--- src/rtl/controller_num_entry_pkg.sv ---
// Shared command encodings, FSM state codes and blank-nibble constant for number entry.
package controller_num_entry_pkg;

   localparam logic [2:0] NE_OP_DIGIT  = 3'd0;
   localparam logic [2:0] NE_OP_BKSP   = 3'd1;
   localparam logic [2:0] NE_OP_CLEAR  = 3'd2;
   localparam logic [2:0] NE_OP_NEG    = 3'd3;
   localparam logic [2:0] NE_OP_COMMIT = 3'd4;

   localparam logic [3:0] NE_BLANK = 4'hf;

   typedef enum logic [1:0] {
      S_ENTRY = 2'd0,
      S_CONV  = 2'd1,
      S_OUT   = 2'd2
   } ne_state_t;

endpackage

--- src/rtl/controller_num_mac.sv ---
// One conversion step acc*RADIX+digit, saturated to 2^(W-1)-1; combinational, no flow control.
module controller_num_mac #(
   parameter int W     = 32,
   parameter int RADIX = 10
) (
   input  logic [W-1:0] i_acc,
   input  logic [3:0]   i_digit,
   output logic [W-1:0] o_acc,
   output logic         o_ovf
);

   localparam int XW = W + 4;
   localparam logic [XW-1:0] MAX_POS = {5'b0, {(W-1){1'b1}}};

   logic [XW-1:0] w_prod;
   logic [XW-1:0] w_sum;

   // Four guard bits hold acc*16+15 even when acc sits at the clamp value.
   always_comb begin
      w_prod = {4'b0, i_acc} * XW'(RADIX);
      w_sum  = w_prod + {{W{1'b0}}, i_digit};
      o_ovf  = (w_sum > MAX_POS);
      o_acc  = o_ovf ? MAX_POS[W-1:0] : w_sum[W-1:0];
   end

endmodule

--- src/rtl/controller_num_entry.sv ---
// Number-entry engine: edit a signed digit buffer, convert MSD-first to binary on COMMIT.
// Result valid count+1 cycles after COMMIT, held until num_ready; commands stalled (cmd_ready=0) meanwhile.
module controller_num_entry
   import controller_num_entry_pkg::*;
#(
   parameter int DIGITS = 8,
   parameter int RADIX  = 10,
   parameter int W      = 32
) (
   input  logic                         Clock,
   input  logic                         Reset,
   input  logic                         cmd_valid,
   input  logic [2:0]                   cmd_op,
   input  logic [3:0]                   cmd_digit,
   output logic                         cmd_ready,
   output logic                         cmd_err,
   output logic [4*DIGITS-1:0]          buf_Q,
   output logic [$clog2(DIGITS+1)-1:0]  count_Q,
   output logic                         neg_Q,
   output logic [W-1:0]                 num_D,
   output logic                         num_valid,
   input  logic                         num_ready,
   output logic                         num_ovf
);

   localparam int CW = $clog2(DIGITS + 1);

   ne_state_t           r_state, w_state_nxt;
   logic [4*DIGITS-1:0] r_buf, w_buf_up, w_buf_dn;
   logic [CW-1:0]       r_count, r_idx;
   logic                r_neg, r_err, r_done, r_ovf, r_num_ovf;
   logic [W-1:0]        r_acc, r_num, w_mac_acc;
   logic                w_mac_ovf, w_cmd_acc, w_dig_bad, w_dig_lead;
   logic [3:0]          w_cur_dig;

   assign w_cmd_acc  = cmd_valid && (r_state == S_ENTRY);
   assign w_dig_bad  = ({1'b0, cmd_digit} >= 5'(RADIX)) || (r_count == CW'(DIGITS));
   assign w_dig_lead = (r_count == '0) && (cmd_digit == 4'd0);
   assign w_cur_dig  = r_buf[{r_idx, 2'b00} +: 4];

   controller_num_mac #(.W(W), .RADIX(RADIX)) u_mac (
      .i_acc   (r_acc),
      .i_digit (w_cur_dig),
      .o_acc   (w_mac_acc),
      .o_ovf   (w_mac_ovf)
   );

   always_comb begin
      w_buf_up      = r_buf << 4;
      w_buf_up[3:0] = cmd_digit;
      w_buf_dn      = r_buf >> 4;
      w_buf_dn[4*DIGITS-1 -: 4] = NE_BLANK;
   end

   always_comb begin
      w_state_nxt = r_state;
      cmd_ready   = 1'b0;
      num_valid   = 1'b0;
      case (r_state)
         S_ENTRY: begin
            cmd_ready = 1'b1;
            if (w_cmd_acc && (cmd_op == NE_OP_COMMIT)) w_state_nxt = S_CONV;
         end
         S_CONV: if (r_done) w_state_nxt = S_OUT;
         S_OUT: begin
            num_valid = 1'b1;
            if (num_ready) w_state_nxt = S_ENTRY;
         end
         default: w_state_nxt = S_ENTRY;
      endcase
   end

   always_ff @(posedge Clock) begin
      if (!Reset) begin
         r_state   <= S_ENTRY;
         r_buf     <= {DIGITS{NE_BLANK}};
         r_count   <= '0;
         r_neg     <= 1'b0;
         r_err     <= 1'b0;
         r_acc     <= '0;
         r_idx     <= '0;
         r_done    <= 1'b0;
         r_ovf     <= 1'b0;
         r_num     <= '0;
         r_num_ovf <= 1'b0;
      end else begin
         r_state <= w_state_nxt;
         r_err   <= 1'b0;
         case (r_state)
            S_ENTRY: if (w_cmd_acc) begin
               case (cmd_op)
                  NE_OP_DIGIT: begin
                     if (w_dig_bad) r_err <= 1'b1;
                     else if (!w_dig_lead) begin
                        r_buf   <= w_buf_up;
                        r_count <= r_count + 1'b1;
                     end
                  end
                  NE_OP_BKSP: if (r_count != '0) begin
                     r_buf   <= w_buf_dn;
                     r_count <= r_count - 1'b1;
                  end
                  NE_OP_CLEAR: begin
                     r_buf   <= {DIGITS{NE_BLANK}};
                     r_count <= '0;
                     r_neg   <= 1'b0;
                  end
                  NE_OP_NEG: r_neg <= ~r_neg;
                  NE_OP_COMMIT: begin
                     // An empty buffer still spends one S_CONV cycle so latency is always count+1.
                     r_acc  <= '0;
                     r_ovf  <= 1'b0;
                     r_idx  <= r_count - 1'b1;
                     r_done <= (r_count == '0);
                  end
                  default: ;
               endcase
            end
            S_CONV: begin
               if (r_done) begin
                  r_num     <= r_neg ? (~r_acc + 1'b1) : r_acc;
                  r_num_ovf <= r_ovf;
               end else begin
                  r_acc  <= w_mac_acc;
                  r_ovf  <= r_ovf | w_mac_ovf;
                  r_done <= (r_idx == '0);
                  r_idx  <= r_idx - 1'b1;
               end
            end
            S_OUT: if (num_ready) begin
               r_buf   <= {DIGITS{NE_BLANK}};
               r_count <= '0;
               r_neg   <= 1'b0;
            end
            default: ;
         endcase
      end
   end

   assign cmd_err = r_err;
   assign buf_Q   = r_buf;
   assign count_Q = r_count;
   assign neg_Q   = r_neg;
   assign num_D   = r_num;
   assign num_ovf = r_num_ovf;

endmodule

--- config.mk ---
export PLATFORM = sky130hd
export DESIGN_NAME = controller_num_entry
export DESIGN_NICKNAME = d
export VERILOG_FILES = /design/src/rtl/controller_num_entry_pkg.sv /design/src/rtl/controller_num_mac.sv /design/src/rtl/controller_num_entry.sv
export SDC_FILE = /design/constraint.sdc
export NUM_CORES = 1
export LEC_CHECK = 0
export CORE_UTILIZATION = 36
export DETAILED_ROUTE_END_ITERATION = 10
export PLACE_DENSITY = 0.57
export RECOVER_POWER = 50
export SLEW_MARGIN = 15
export SYNTH_ARGS = -nofsm -noshare
export SYNTH_HDL_FRONTEND = slang
export SYNTH_SLANG_ARGS = --single-unit
--- constraint.sdc ---
create_clock -name Clock -period 5.9 [get_ports Clock]
set_input_delay 0.885 -clock Clock [delete_from_list [all_inputs] [get_ports Clock]]
set_output_delay 0.885 -clock Clock [all_outputs]
set_load 0.05 [all_outputs]
Word level (Yosys, flattened, before mapping)
Index checks and enable logic that the tools add are counted.
- bits in registers: 111
- input bits: 11
- output and inout port bits: 73
- add/subtract/negate cells: 5
- $mul: 1
- order comparisons: 2
- eq/ne operators: 18
- shift operators: 1
- mux-type cells: 43
- bitwise operators: 3
- reduce and logical (&&, ||, !) cells: 19
- operator list (kind ; count):
    $mux W32 ; 10
    $pmux W32 S2 ; 2
    $pmux W32 S3 ; 1
    $add A36 B4 Y36 ; 1
    $gt A36 B31 Y1 const B ; 1
    $mul A32 B3 Y35 const B ; 1
    $add A32 B1 Y32 const B ; 1
    $mux W4 ; 8
    $not A32 Y32 ; 1
    $shiftx A32 B7 Y4 ; 1
    $pmux W4 S2 ; 2
    $logic_not A4 Y1 ; 3
    $pmux W4 S3 ; 1
    $reduce_and A4 Y1 ; 3
    $mux W1 ; 11
    $ne A3 B3 Y1 const B ; 3
    $ne A2 B2 Y1 const B ; 4
    $pmux W1 S2 ; 4
    $sub A4 B1 Y4 const B ; 2
    $reduce_and A7 Y1 ; 1
    $eq A3 B2 Y1 const B ; 2
    $mux W2 ; 3
    $pmux W2 S3 ; 1
    $reduce_and A3 Y1 ; 2
    19 further kinds ; 23

Logic depth before layout (Yosys ltp)
Gate-level depths: netlist (run 1).
- word-level depth: 7
- mapped depth: 17
- gate-level depth less buffers: 15

By module
From an unflattened synthesis (run 1), not the netlist that was laid out.
- cells, all modules: 1102
- area, all modules: 8658.3 um2
- by module, submodules not included (module ; times used ; cells an instance ; area each (um2)):
    controller_num_entry ; 1 ; 666 ; 5579.1
    controller_num_mac ; 1 ; 436 ; 3079.2

Worst setup path before layout (run 1)
OpenSTA, ideal clock, no wires.
- path kind: reg2reg
- start: reg r_idx[0]
- end: reg r_acc[21]
- data arrival time: 4.167 ns
- data required time: 5.760 ns
- slack: 1.593 ns
- stages on the path, launching flop included: 18
- clock period less this slack: 4.307 ns
- path through: dfxtp_1 -> buf_1 -> mux4_2 -> mux2i_1 -> nor2_1 -> ha_1 -> a21o_1 -> a21oi_1 -> nor4_4 -> nand4_1 -> or2_1 -> or4_4 -> o21a_1 -> nor4_2 -> mux2i_2 -> nor3_4 -> buf_6 -> a211oi_2
- longest elaborated chain between the ends: 6
- ends and longest elaborated chain (item ; RTL line ; RTL):
    start, declared ; controller_num_entry.sv:30 ; logic [CW-1:0] r_count, r_idx;
    start signal, assigned ; controller_num_entry.sv:113 ; r_idx <= r_count - 1'b1;
    start signal, assigned ; controller_num_entry.sv:127 ; r_idx <= r_idx - 1'b1;
    $shiftx A32 B7 Y4 (*) ; controller_num_entry.sv:39 ; assign w_cur_dig = r_buf[{r_idx, 2'b00} +: 4];
    $add A36 B4 Y36 (*) ; controller_num_mac.sv:21 ; w_sum = w_prod + {{W{1'b0}}, i_digit};
    $gt A36 B31 Y1 ; controller_num_mac.sv:22 ; o_ovf = (w_sum > MAX_POS);
    $mux W32 (*) ; controller_num_mac.sv:23 ; o_acc = o_ovf ? MAX_POS[W-1:0] : w_sum[W-1:0];
    $mux W32 (*) ; controller_num_entry.sv:120 ; if (r_done) begin
    $pmux W32 S2 (*) ; controller_num_entry.sv:89 ; case (r_state)
    end signal, assigned ; controller_num_entry.sv:124 ; r_acc <= w_mac_acc;
    end, declared ; controller_num_entry.sv:32 ; logic [W-1:0] r_acc, r_num, w_mac_acc;
Every way passes the cells marked *; elsewhere a longest branch is shown, timed or not. The select of a mux whose other input is x is not followed.
A chain may end at the register's enable or synchronous reset.

Worst setup path in the final report (run 1)
- start: in Reset
- end: reg r_acc[17]
- RTL lines (item ; RTL line ; RTL):
    start, declared ; controller_num_entry.sv:11 ; input logic Reset,
No word-level cell between the ends.

==> metrics.md, run 1 <==
| Metric | Value |
|---|---|
| DP Area | approximately 0.0098 mm2 |
| PD cells | about 180 mW/mm2 |
| Hold Crit Start | num_D[30] |
| Final worst slack | roughly 1200 ps |
| DP Wirelength | just under 20000 um |
| RSZ-0062 raised after global routing | false |
| Post-Synthesis Cell Area | 0.00881 mm2 |
| Synth unique cells | 87 |
| Arr. time, crit path | ~4800 ps |
| Slew HR | -1.09 |
| Setup repair bufs after CTS | 0 |
| Grt total ovfl | 0 |
| #FFs+latches synth | about 110 |
| Status | finished, violations left |
| Max Cap Violations | 3 |
| Crit Path Max Fanout | 46 |
| Failing checks | capacitance limit, slew limit |
| Worst setup SP type | primary input |
| Area delta synth->final | 14.8% |
| Worst Path Buf+Inv | 4 |
| FFs w/ async S/R, synth | 0 |
| CP required | between 6000 and 7000 ps |
| Reg-to-reg slack, setup | between 1000 and 1500 ps |
| IO buf count | between 80 and 90 |
| Residual DRC | 0 |
| Syn Area/Cell | approximately 8.2 um2 |
| Total Power | between 1.5 and 2 mW |
| Worst R2R Path Depth | 16 |
| Placeable Area | 0.0238 mm2 |
| Min Tclk post-route | 4670 ps |
| # diodes | 0 |
| Crit-path leading delay family | buffers and inverters |
| Setup TNS | 0 ps |
| Clock sinks | around 110 |
| Top FF cell, synth | dfxtp_1 |
| Min-delay worst type | flop to flop |
| Layout cells sized above 1 | 0.0717 |
| Worst Tran Pin Value | between 3000 and 4000 ps |
| Deepest clock path buffer count | 2 |
| Die height | about 160 um |
| H-tree levels | 3 |
| Via count | roughly 8400 |
| Mapped Cells | around 1100 |
| Pleak | approximately 3.8 nW |
| Largest net degree at the start of global routing | 65 |
| Site Rows | 56 |
| Endpoints failing hold | 0 |
| Post-CTS sizing | 0 |
| Worst r2r dst | r_acc[10] |
| Max VDD drop | about 0.00014 V |
| Hold Worst Slack | 458 ps |
| Post-synth EDFFs | 0 |
| Mapped Nets | between 1000 and 1500 |
| Die area | about 0.025 mm2 |
| Nature of the critical path endpoint | flop |
| Initial Util | 0.371 |
| Most frequent cells in the layout | 111 x dfxtp_1, 99 x nand2_1, 96 x nor2_1 |
| Final Net Count | 1190 |
| Max Slew Vio Count | 129 |
| Final Instance Count excl. Fillers | roughly 1400 |
| Max Clk Rate | 214 MHz |
| Crit path kind | primary input to flop |
| Register area | around 0.0022 mm2 |
| Crit-path max cell delay | between 1500 and 2000 ps |
| Multi-input logic area | slightly above 0.006 mm2 |
| CP Cell Sequence | dlygate4sd3_1, clkbuf_2, inv_1, clkbuf_1, a311oi_1 |
| Post-DRT Antenna Nets | 0 |
| Pre-CTS setup slack | around 1300 ps |
| CTS tree | built |
| Hold depth | 2 |
| Vias in the first global route | around 7600 |
| Critical R2R Launch | r_acc[1] |
| Die W | 158 um |
| WHS Endpoint | num_D[30] |
| Placed instance count | approximately 1400 |
| Clock Skew | 11.1 ps |
| Initial DRC Count | 644 |
| Final setup viols | 0 |
| Reg clk slew, reported paths | ~80 ps |
| Initial antenna violation count | 0 |
| CTS Hold Bufs | 0 |
| Average wire per standard cell | roughly 18 um |
| First-pass GRT wire length | 42200 um |
| Post-route clock period utilization | 0.791 |
| Register area share after synthesis | 0.252 |
| RePlAce Congestion | approximately 0.96 |
| Final instance area | approximately 0.010 mm2 |
| Fill cells | 2377 |
| Num CTS Buffers | 9 |
| Yosys warning count | 0 |
| Drt first pass iters | 5 |
| Gr usage total | 0.214 |
| WL final | 26300 um |
| Clock root buffer | clkbuf_16 |
| Via density | 5.83 |
| Commonest non-fill, non-tap cell in the layout | dfxtp_1 |
| Ports | 84 |
| Worst skew pair latency | around 360 ps |
| Critical Path Slowest Stage Cell | clkbuf_1 |
| Finished Core Util | 0.426 |
[area by class of cell]
class | instances | area share
multi-input combinational | 873 | 0.615
sequential | 111 | 0.220
timing repair buffer | 94 | 0.0897
tap | 319 | 0.0395
clock buffer | 10 | 0.0236
inverter | 21 | 0.00780
clock inverter | 6 | 0.00445
[cell usage after synthesis, types with 12 or more instances]
| library cell | n | area [um2] |
|---|---|---|
| nor3_1 | 30 | 150 |
| a21o_1 | 13 | 97.6 |
| dfxtp_1 | 111 | 2220 |
| o31ai_1 | 14 | 105 |
| nor2_1 | 97 | 364 |
| ha_1 | 67 | 838 |
| nor2b_1 | 14 | 87.6 |
| clkbuf_1 | 56 | 210 |
| xor2_1 | 48 | 420 |
| a21oi_1 | 75 | 375 |
| nand4_1 | 14 | 87.6 |
| xnor2_1 | 22 | 193 |
| o21ai_0 | 43 | 215 |
| a211oi_2 | 12 | 150 |
| a221oi_1 | 30 | 263 |
| o211ai_1 | 36 | 270 |
| inv_1 | 21 | 78.8 |
| nand2_1 | 99 | 372 |
| a211oi_1 | 51 | 383 |
[worst max path at each step]
stage / depth (start not counted) / end / from / slack [ps]
after floorplan: 17 / r_acc[21] / r_idx[0] / 1590
after global placement: 15 / r_acc[10] / r_idx[0] / 1390
after detailed placement: 16 / r_acc[16] / r_idx[0] / 1350
after CTS: 16 / r_acc[10] / r_acc[1] / 1320
after global routing: 15 / r_acc[15] / r_idx[0] / 820
final: 5 / r_acc[17] / Reset / 1230
[registers in the layout, summed over array words and instances (netlist names)]
name and flops:
r_state 2, r_idx 4, num_D 32, buf_Q 32, count_Q 4, r_acc 32, cmd_err 1, r_done 1
num_ovf 1, r_ovf 1, neg_Q 1
[per-layer routing]
layer / wire, um / part of all wire / GRT usage
met2: 11600 / 0.44 / 0.322
met3: 1050 / 0.040 / 0.0267
met5: 0 / 0 / 0
met1: 13000 / 0.50 / 0.317
met4: 569 / 0.022 / 0.0540
[cells by family after synthesis]
kind of cell,Yosys count,synth area share
AO/OA/AOI/OAI,353,0.292
XOR/XNOR,70,0.0696
adder cells (fa/ha/maj),69,0.0997
buffers and inverters,95,0.0430
flip-flops,111,0.252
multiplexers,19,0.0334
AND/OR/NAND/NOR,362,0.210
[tightest hold or removal path, stage by stage (launching register included)]
cell	delay, ps
dfxtp_1	320
nand2_1	50
a21oi_1	50
[where the power goes]
part	internal, mW	switching, mW
registers	0.776	0.0523
logic	0.155	0.273
clock network	0.300	0.293
total	1.23	0.618
Power figures use the tool's default switching activity.
==> run 2: changes to the inputs <==
--- a/config.mk
+++ b/config.mk
@@ -7,7 +7,7 @@
 export LEC_CHECK = 0
 export CORE_UTILIZATION = 36
 export DETAILED_ROUTE_END_ITERATION = 10
-export PLACE_DENSITY = 0.57
+export PLACE_DENSITY = 0.59
 export RECOVER_POWER = 50
 export SLEW_MARGIN = 15
 export SYNTH_ARGS = -nofsm -noshare
==> constraint.sdc (replaced) <==
create_clock -name Clock -period 3.8 [get_ports Clock]
set_input_delay 0.57 -clock Clock [delete_from_list [all_inputs] [get_ports Clock]]
set_output_delay 0.57 -clock Clock [all_outputs]
set_load 0.05 [all_outputs]
==> run 2 against run 1 <==
  * Wire length up 10%
  * Power grew 66%
  * Combinational power up 110%
  * Register-to-register slack lost 1500 ps
  * Design area is 22% higher
  * Highest routed layer unchanged
  * Clock-buffer cell count rose by 1
  * Die area is the same
  * Clock power increased by 56%
  * Sequential power up 51%
  * The run ends with setup timing left
  * Final cell count rose by 17%
==> metrics.md, run 2 (same netlist as run 1, synthesis figures left out) <==
| Metric | Value |
|---|---|
| Post-DRT Antenna Nets | 0 (unchanged) |
| DP Wirelength | 22300 um (was 19500 um) |
| Site Rows | 56 (unchanged) |
| PD cells | 250 mW/mm2 (was 183 mW/mm2) |
| Gr usage total | 0.229 (was 0.214) |
| Max Clk Rate | ~240 MHz |
| Via density | 5.58 (was 5.83) |
| Residual DRC | 0 (unchanged) |
| Clock Skew | 11.0 ps (was 11.1 ps) |
| Clock sinks | 111 (unchanged) |
| Min Tclk post-route | roughly 4100 ps |
| Initial antenna violation count | 1 (was 0) |
| Nature of the critical path endpoint | flop (unchanged) |
| Via count | 9324 (was 8361) |
| Pleak | 5.17 nW (was 3.82 nW) |
| Placeable Area | 0.0238 mm2 (unchanged) |
| Hold Crit Start | num_D[0] (was num_D[30]) |
| Worst setup startpoint | r_acc[2] (was Reset) |
| # diodes | 0 (unchanged) |
| Final Instance Count excl. Fillers | 1671 (was 1434) |
| Initial Util | 0.371 (unchanged) |
| Crit Path Max Fanout | 7 (was 46) |
| Average wire per standard cell | 17.3 um (was 18.3 um) |
| Drt first pass iters | 5 (unchanged) |
| Setup TNS | -7770 ps (was 0 ps) |
| Fill cells | 2253 (was 2377) |
| Die W | 158 um (unchanged) |
| Final worst slack | -297 ps (was 1230 ps) |
| CTS tree | built (unchanged) |
| Register area | 0.00224 mm2 (was 0.00222 mm2) |
| Max Slew Vio Count | 0 (was 129) |
| Crit-path max cell delay | 520 ps (was 1720 ps) |
| WL final | 28900 um (was 26300 um) |
| Largest net degree at the start of global routing | 54 (was 65) |
| Crit path kind | flop to flop (was primary input to flop) |
| Die area | 0.0251 mm2 (unchanged) |
| Critical Path Slowest Stage Cell | or4_4 (was clkbuf_1) |
| Post-route clock period utilization | 1.08 |
| Status | finished, violations left (unchanged) |
| Ports | 84 (unchanged) |
| Multi-input logic area | 0.00654 mm2 (was 0.00622 mm2) |
| Critical R2R Launch | r_acc[2] (was r_acc[1]) |
| Max Cap Violations | 0 (was 3) |
| Final setup viols | 32 (was 0) |
| Clock root buffer | clkbuf_16 (unchanged) |
| Arr. time, crit path | 4280 ps (was 4780 ps) |
| Endpoints failing hold | 0 (unchanged) |
| Max VDD drop | 0.000188 V (was 0.000138 V) |
| IO buf count | 83 (unchanged) |
| CP required | 3980 ps (was 6020 ps) |
| Die height | 158 um (unchanged) |
| Area delta synth->final | 39.5% (was 14.8%) |
| Slew HR | 0.269 (was -1.09) |
| Failing checks | setup timing (was capacitance limit, slew limit) |
| Most frequent cells in the layout | 242 x buf_4, 102 x dfxtp_1, 99 x nand2_1 (was 111 x dfxtp_1, 99 x nand2_1, 96 x nor2_1) |
| Num CTS Buffers | 9 (unchanged) |
| Worst skew pair latency | 360 ps (about the same) |
| Worst Tran Pin Value | 1090 ps (was 3140 ps) |
| RePlAce Congestion | 0.905 (was 0.956) |
| Initial DRC Count | 618 (was 644) |
| First-pass GRT wire length | 45100 um (was 42200 um) |
| Layout cells sized above 1 | 0.273 (was 0.0717) |
| Final Net Count | 1427 (was 1190) |
| Min-delay worst type | flop to flop (unchanged) |
| Vias in the first global route | 8456 (was 7584) |
| CP Cell Sequence | ha_1, inv_1, fa_2, nor2b_4, o31ai_4, a311o_1, a211oi_4, nand3b_4, or4_4, o21a_1, nor4_2, mux2i_2, buf_4, nor3_4, buf_6, a211oi_1 (was dlygate4sd3_1, clkbuf_2, inv_1, clkbuf_1, a311oi_1) |
| Grt total ovfl | 0 (unchanged) |
| Deepest clock path buffer count | 2 (unchanged) |
| CTS Hold Bufs | 0 (unchanged) |
| Placed instance count | 1638 (was 1418) |
| Commonest non-fill, non-tap cell in the layout | buf_4 (was dfxtp_1) |
| H-tree levels | 3 (unchanged) |
| RSZ-0062 raised after global routing | true (was false) |
| Reg clk slew, reported paths | 80 ps (about the same) |
| Worst setup SP type | flop (was primary input) |
## run 2: cell type report
class	count	share of cell area
well taps	319	0.0325
multi-input cells	873	0.532
flip-flops and latches	111	0.182
repair buffers	331	0.224
clock buffers	11	0.0197
inverters	21	0.00641
clock inverters	5	0.00326
## run 2: metrics by stage
stage | hold slack (ps) | total power, mW | setup WS, ps | util | area [um2]
after global placement | 452 | 2.12 | -659 | 0.487 | 11600
after detailed placement | 464 | 2.13 | -762 | 0.487 | 11600
after CTS | 474 | 3.08 | -248 | 0.512 | 12200
final | 468 | 3.08 | -297 | 0.518 | 12300
after global routing | 490 | 3.22 | -526 | 0.518 | 12300
after floorplan | 432 | 1.79 | -86.9 | - | 8860
## run 2: timing repair
item                                    in CTS  in global routing
endpoints found under the setup margin      32                 32
setup buffers                               12                  4
pin swaps                                    9                 10
hold endpoints to repair                     0                  0
gates cloned                                 1                  0
gates resized for setup                     36                 25
## run 2: path summary, 6_finish.rpt
path / end / slack (ps) / cells past startpoint
setup reg to reg: r_acc[13] / -300 / 16
hold / removal: num_D[0] / 470 / 2
hold reg to reg: num_D[0] / 470 / 2
setup / recovery: r_acc[13] / -300 / 16
## run 2: worst max-delay path, delay by kind of cell, from the launching register on
family / cells / cell delay (ps)
flip-flops: 1 / 350
multiplexers: 1 / 120
AND/OR/NAND/NOR: 5 / 1240
adder cells (fa/ha/maj): 2 / 780
buffers and inverters: 3 / 430
AO/OA/AOI/OAI: 5 / 990
## run 2: power by group
part	switching, mW	internal (mW)	leakage, nW
clock	0.453	0.470	0.140
sequential	0.0493	1.20	0.904
combinational	0.510	0.390	4.13
total	1.01	2.06	5.17
## run 2: per-layer routing
layer / up-vias / share of wire / global-route usage / wire (um)
met2: 242 / 0.46 / 0.372 / 13400
met5: - / 0 / 0 / 0
met4: 0 / 0.015 / 0.0426 / 444
met3: 21 / 0.042 / 0.0264 / 1210
met1: 4435 / 0.48 / 0.326 / 13900
li1: 4626 / - / - / -
==> run 3: changes to the inputs <==
==> constraint.sdc (replaced) <==
create_clock -name Clock -period 3.8 [get_ports Clock]
set_input_delay 0.57 -clock Clock [delete_from_list [all_inputs] [get_ports Clock]]
set_output_delay 0.57 -clock Clock [all_outputs]
set_load 0.005 [all_outputs]
==> run 3 against run 2 <==
  * The flow finishes with violations (capacitance limit, slew limit, setup timing)
  * Fmax rose by 0.21%
  * Clock skew about the same
  * Non-clock buffer count grew 9
  * Clock-buffer cell count grew 1
  * Design area grew 0.39%
  * Wire length increased by 1.5%
  * Die area unchanged
  * Flip-flop and latch count did not move
  * Combinational power down 10%
  * Setup slack better by 8.5 ps
  * Critical path type unchanged
==> metrics.md, run 3 (same netlist as run 1, synthesis figures left out) <==
| Metric | Value |
|---|---|
| Die W | 158 um (unchanged) |
| Critical R2R Launch | r_acc[11] (was r_acc[2]) |
| Failing checks | capacitance limit, slew limit, setup timing (was setup timing) |
| CTS tree | built (unchanged) |
| Crit path kind | flop to flop (unchanged) |
| Initial DRC Count | 628 (was 618) |
| Worst r2r dst | r_acc[19] (was r_acc[13]) |
| Worst skew pair latency | 360 ps (about the same) |
| Max Clk Rate | 245 MHz (was 244 MHz) |
| Layout cells sized above 1 | 0.280 (was 0.273) |
| CP required | 3980 ps (about the same) |
| Average wire per standard cell | 17.5 um (was 17.3 um) |
| Residual DRC | 0 (unchanged) |
| Site Rows | 56 (unchanged) |
| Initial Util | 0.371 (unchanged) |
| RePlAce Congestion | 0.880 (was 0.905) |
| Final Instance Count excl. Fillers | 1680 (was 1671) |
| Vias in the first global route | 8912 (was 8456) |
| Cell-internal power | 2.05 mW (was 2.06 mW) |
| Pleak | 5.10 nW (was 5.17 nW) |
| Max Cap Violations | 1 (was 0) |
| Gr usage total | 0.235 (was 0.229) |
| Worst setup SP type | flop (unchanged) |
| Via density | 5.63 (was 5.58) |
| Post-route clock period utilization | 1.08 (about the same) |
| Commonest non-fill, non-tap cell in the layout | buf_4 (unchanged) |
| Hold Crit Start | num_D[30] (was num_D[0]) |
| # diodes | 0 (unchanged) |
| Sw Pwr | 0.924 mW (was 1.01 mW) |
| Most frequent cells in the layout | 244 x buf_4, 98 x dfxtp_1, 97 x nand2_1 (was 242 x buf_4, 102 x dfxtp_1, 99 x nand2_1) |
| Setup TNS | -7570 ps (was -7770 ps) |
| Num CTS Buffers | 9 (unchanged) |
| WL final | 29400 um (was 28900 um) |
| Deepest clock path buffer count | 2 (unchanged) |
| H-tree levels | 3 (unchanged) |
| DP Wirelength | 21800 um (was 22300 um) |
| Die area | 0.0251 mm2 (unchanged) |
| Reg clk slew, reported paths | 70 ps (was 80 ps) |
| Hold depth | 2 (unchanged) |
| Worst R2R Path Depth | 16 (unchanged) |
| Post-DRT Antenna Nets | 0 (unchanged) |
| Final Net Count | 1436 (was 1427) |
| Clock share of power | 0.306 (was 0.300) |
| Total Power | 2.97 mW (was 3.08 mW) |
| Max Slew Vio Count | 35 (was 0) |
| Sw Share | 0.311 (was 0.329) |
| Area delta synth->final | 40.1% (was 39.5%) |
| WHS Endpoint | num_D[30] (was num_D[0]) |
| Crit Path Max Fanout | 10 (was 7) |
| DP Area | 0.0115 mm2 (was 0.0116 mm2) |
| Die height | 158 um (unchanged) |
| Multi-input logic area | 0.00658 mm2 (was 0.00654 mm2) |
| Min Tclk post-route | 4090 ps (was 4100 ps) |
| RSZ-0062 raised after global routing | true (unchanged) |
| Final setup viols | 32 (unchanged) |
| Clock Skew | 10.5 ps (was 11.0 ps) |
| Placeable Area | 0.0238 mm2 (unchanged) |
| Max VDD drop | 0.000200 V (was 0.000188 V) |
| Register area | 0.00224 mm2 (about the same) |
| Fill cells | 2269 (was 2253) |
| Drt first pass iters | 5 (unchanged) |
| Comb pwr share | 0.272 (was 0.292) |
| Via count | 9462 (was 9324) |
| Placed instance count | 1635 (was 1638) |
| Clock sinks | 111 (unchanged) |
| Arr. time, crit path | 4270 ps (was 4280 ps) |
| Ports | 84 (unchanged) |
| CTS Hold Bufs | 0 (unchanged) |
| Worst Tran Pin Value | 1530 ps (was 1090 ps) |
| Slew HR | -0.0188 (was 0.269) |
| IO buf count | 83 (unchanged) |
| First-pass GRT wire length | 46600 um (was 45100 um) |
| Final instance area | 0.0123 mm2 (about the same) |
| Nature of the critical path endpoint | flop (unchanged) |
| Final worst slack | -289 ps (was -297 ps) |
| Min-delay worst type | flop to flop (unchanged) |
| Endpoints failing hold | 0 (unchanged) |
| Initial antenna violation count | 0 (was 1) |
| Grt total ovfl | 0 (unchanged) |
| Reg-to-reg slack, setup | -290 ps (was -300 ps) |
| PD cells | 241 mW/mm2 (was 250 mW/mm2) |
| Clock root buffer | clkbuf_16 (unchanged) |
| Sequential share of power | 0.422 (was 0.407) |
| Status | finished, violations left (unchanged) |
| Largest net degree at the start of global routing | 73 (was 54) |
[run 3: changes by cell type in the layout (fill, tap and decap cells not counted), sizes merged]
cell,before,now
clkdlybuf4s50,50,19
dlygate4sd3,33,64
clkbuf,12,20
buf,247,249
clkinv,3,2
[run 3: how the worst max path moves through the flow]
stage	from	end	slack [ps]	cells past startpoint
floorplan	r_idx[0]	r_acc[21]	-90	17
global placement	r_idx[0]	r_acc[28]	-630	15
detailed placement	r_idx[0]	r_acc[24]	-730	15
CTS	r_idx[0]	r_acc[19]	-220	17
global route	r_acc[2]	r_acc[19]	-500	18
finish	r_acc[11]	r_acc[19]	-290	16
[run 3: metal layers]
metal / global-route usage / wire (um)
met1: 0.322 / 13600
met2: 0.385 / 13700
met3: 0.0297 / 1330
met4: 0.0696 / 777
met5: 0 / 0
[run 3: power groups by stage]
| stage | logic (mW) | registers [mW] | clock network (mW) |
|---|---|---|---|
| final | 0.807 | 1.25 | 0.910 |
| after floorplan | 0.430 | 1.28 | 0 |
| after global placement | 0.758 | 1.28 | 0 |
| after detailed placement | 0.764 | 1.28 | 0 |
| after CTS | 0.817 | 1.26 | 0.929 |
| after global routing | 0.883 | 1.26 | 0.972 |
[run 3: final cells by class]
class / count / area share
Multi-Input combinational cell: 873 / 0.533
Timing Repair Buffer: 340 / 0.224
Sequential cell: 111 / 0.182
Tap cell: 319 / 0.0323
Clock buffer: 12 / 0.0200
Inverter: 21 / 0.00639
Clock inverter: 4 / 0.00233
[run 3: metrics by stage]
stage	worst slack, ps	util	hold slack, ps
floorplan	-86.9	-	432
global placement	-633	0.485	451
detailed placement	-734	0.485	464
CTS	-218	0.517	474
global route	-497	0.520	485
finish	-289	0.520	470
[run 3: worst max-delay path, stage by stage (launching register included)]
cell and delay [ps]:
dfxtp_2 350, ha_1 290, ha_1 370, a21oi_1 200
o21ai_0 170, or3_1 430, o211a_2 350, a211oi_1 510
nor4_4 70, buf_4 160, nand3_1 90, nor3_1 70
a2bb2oi_2 180, buf_4 180, nor3_4 200, buf_6 190
a211oi_1 80
[run 3: what timing repair did]
action,in CTS,in global routing
buffers inserted,27,6
gates resized for setup,54,25
hold endpoints to repair,0,0
setup endpoints to repair,32,32
cloned,1,0
pin swaps,16,13
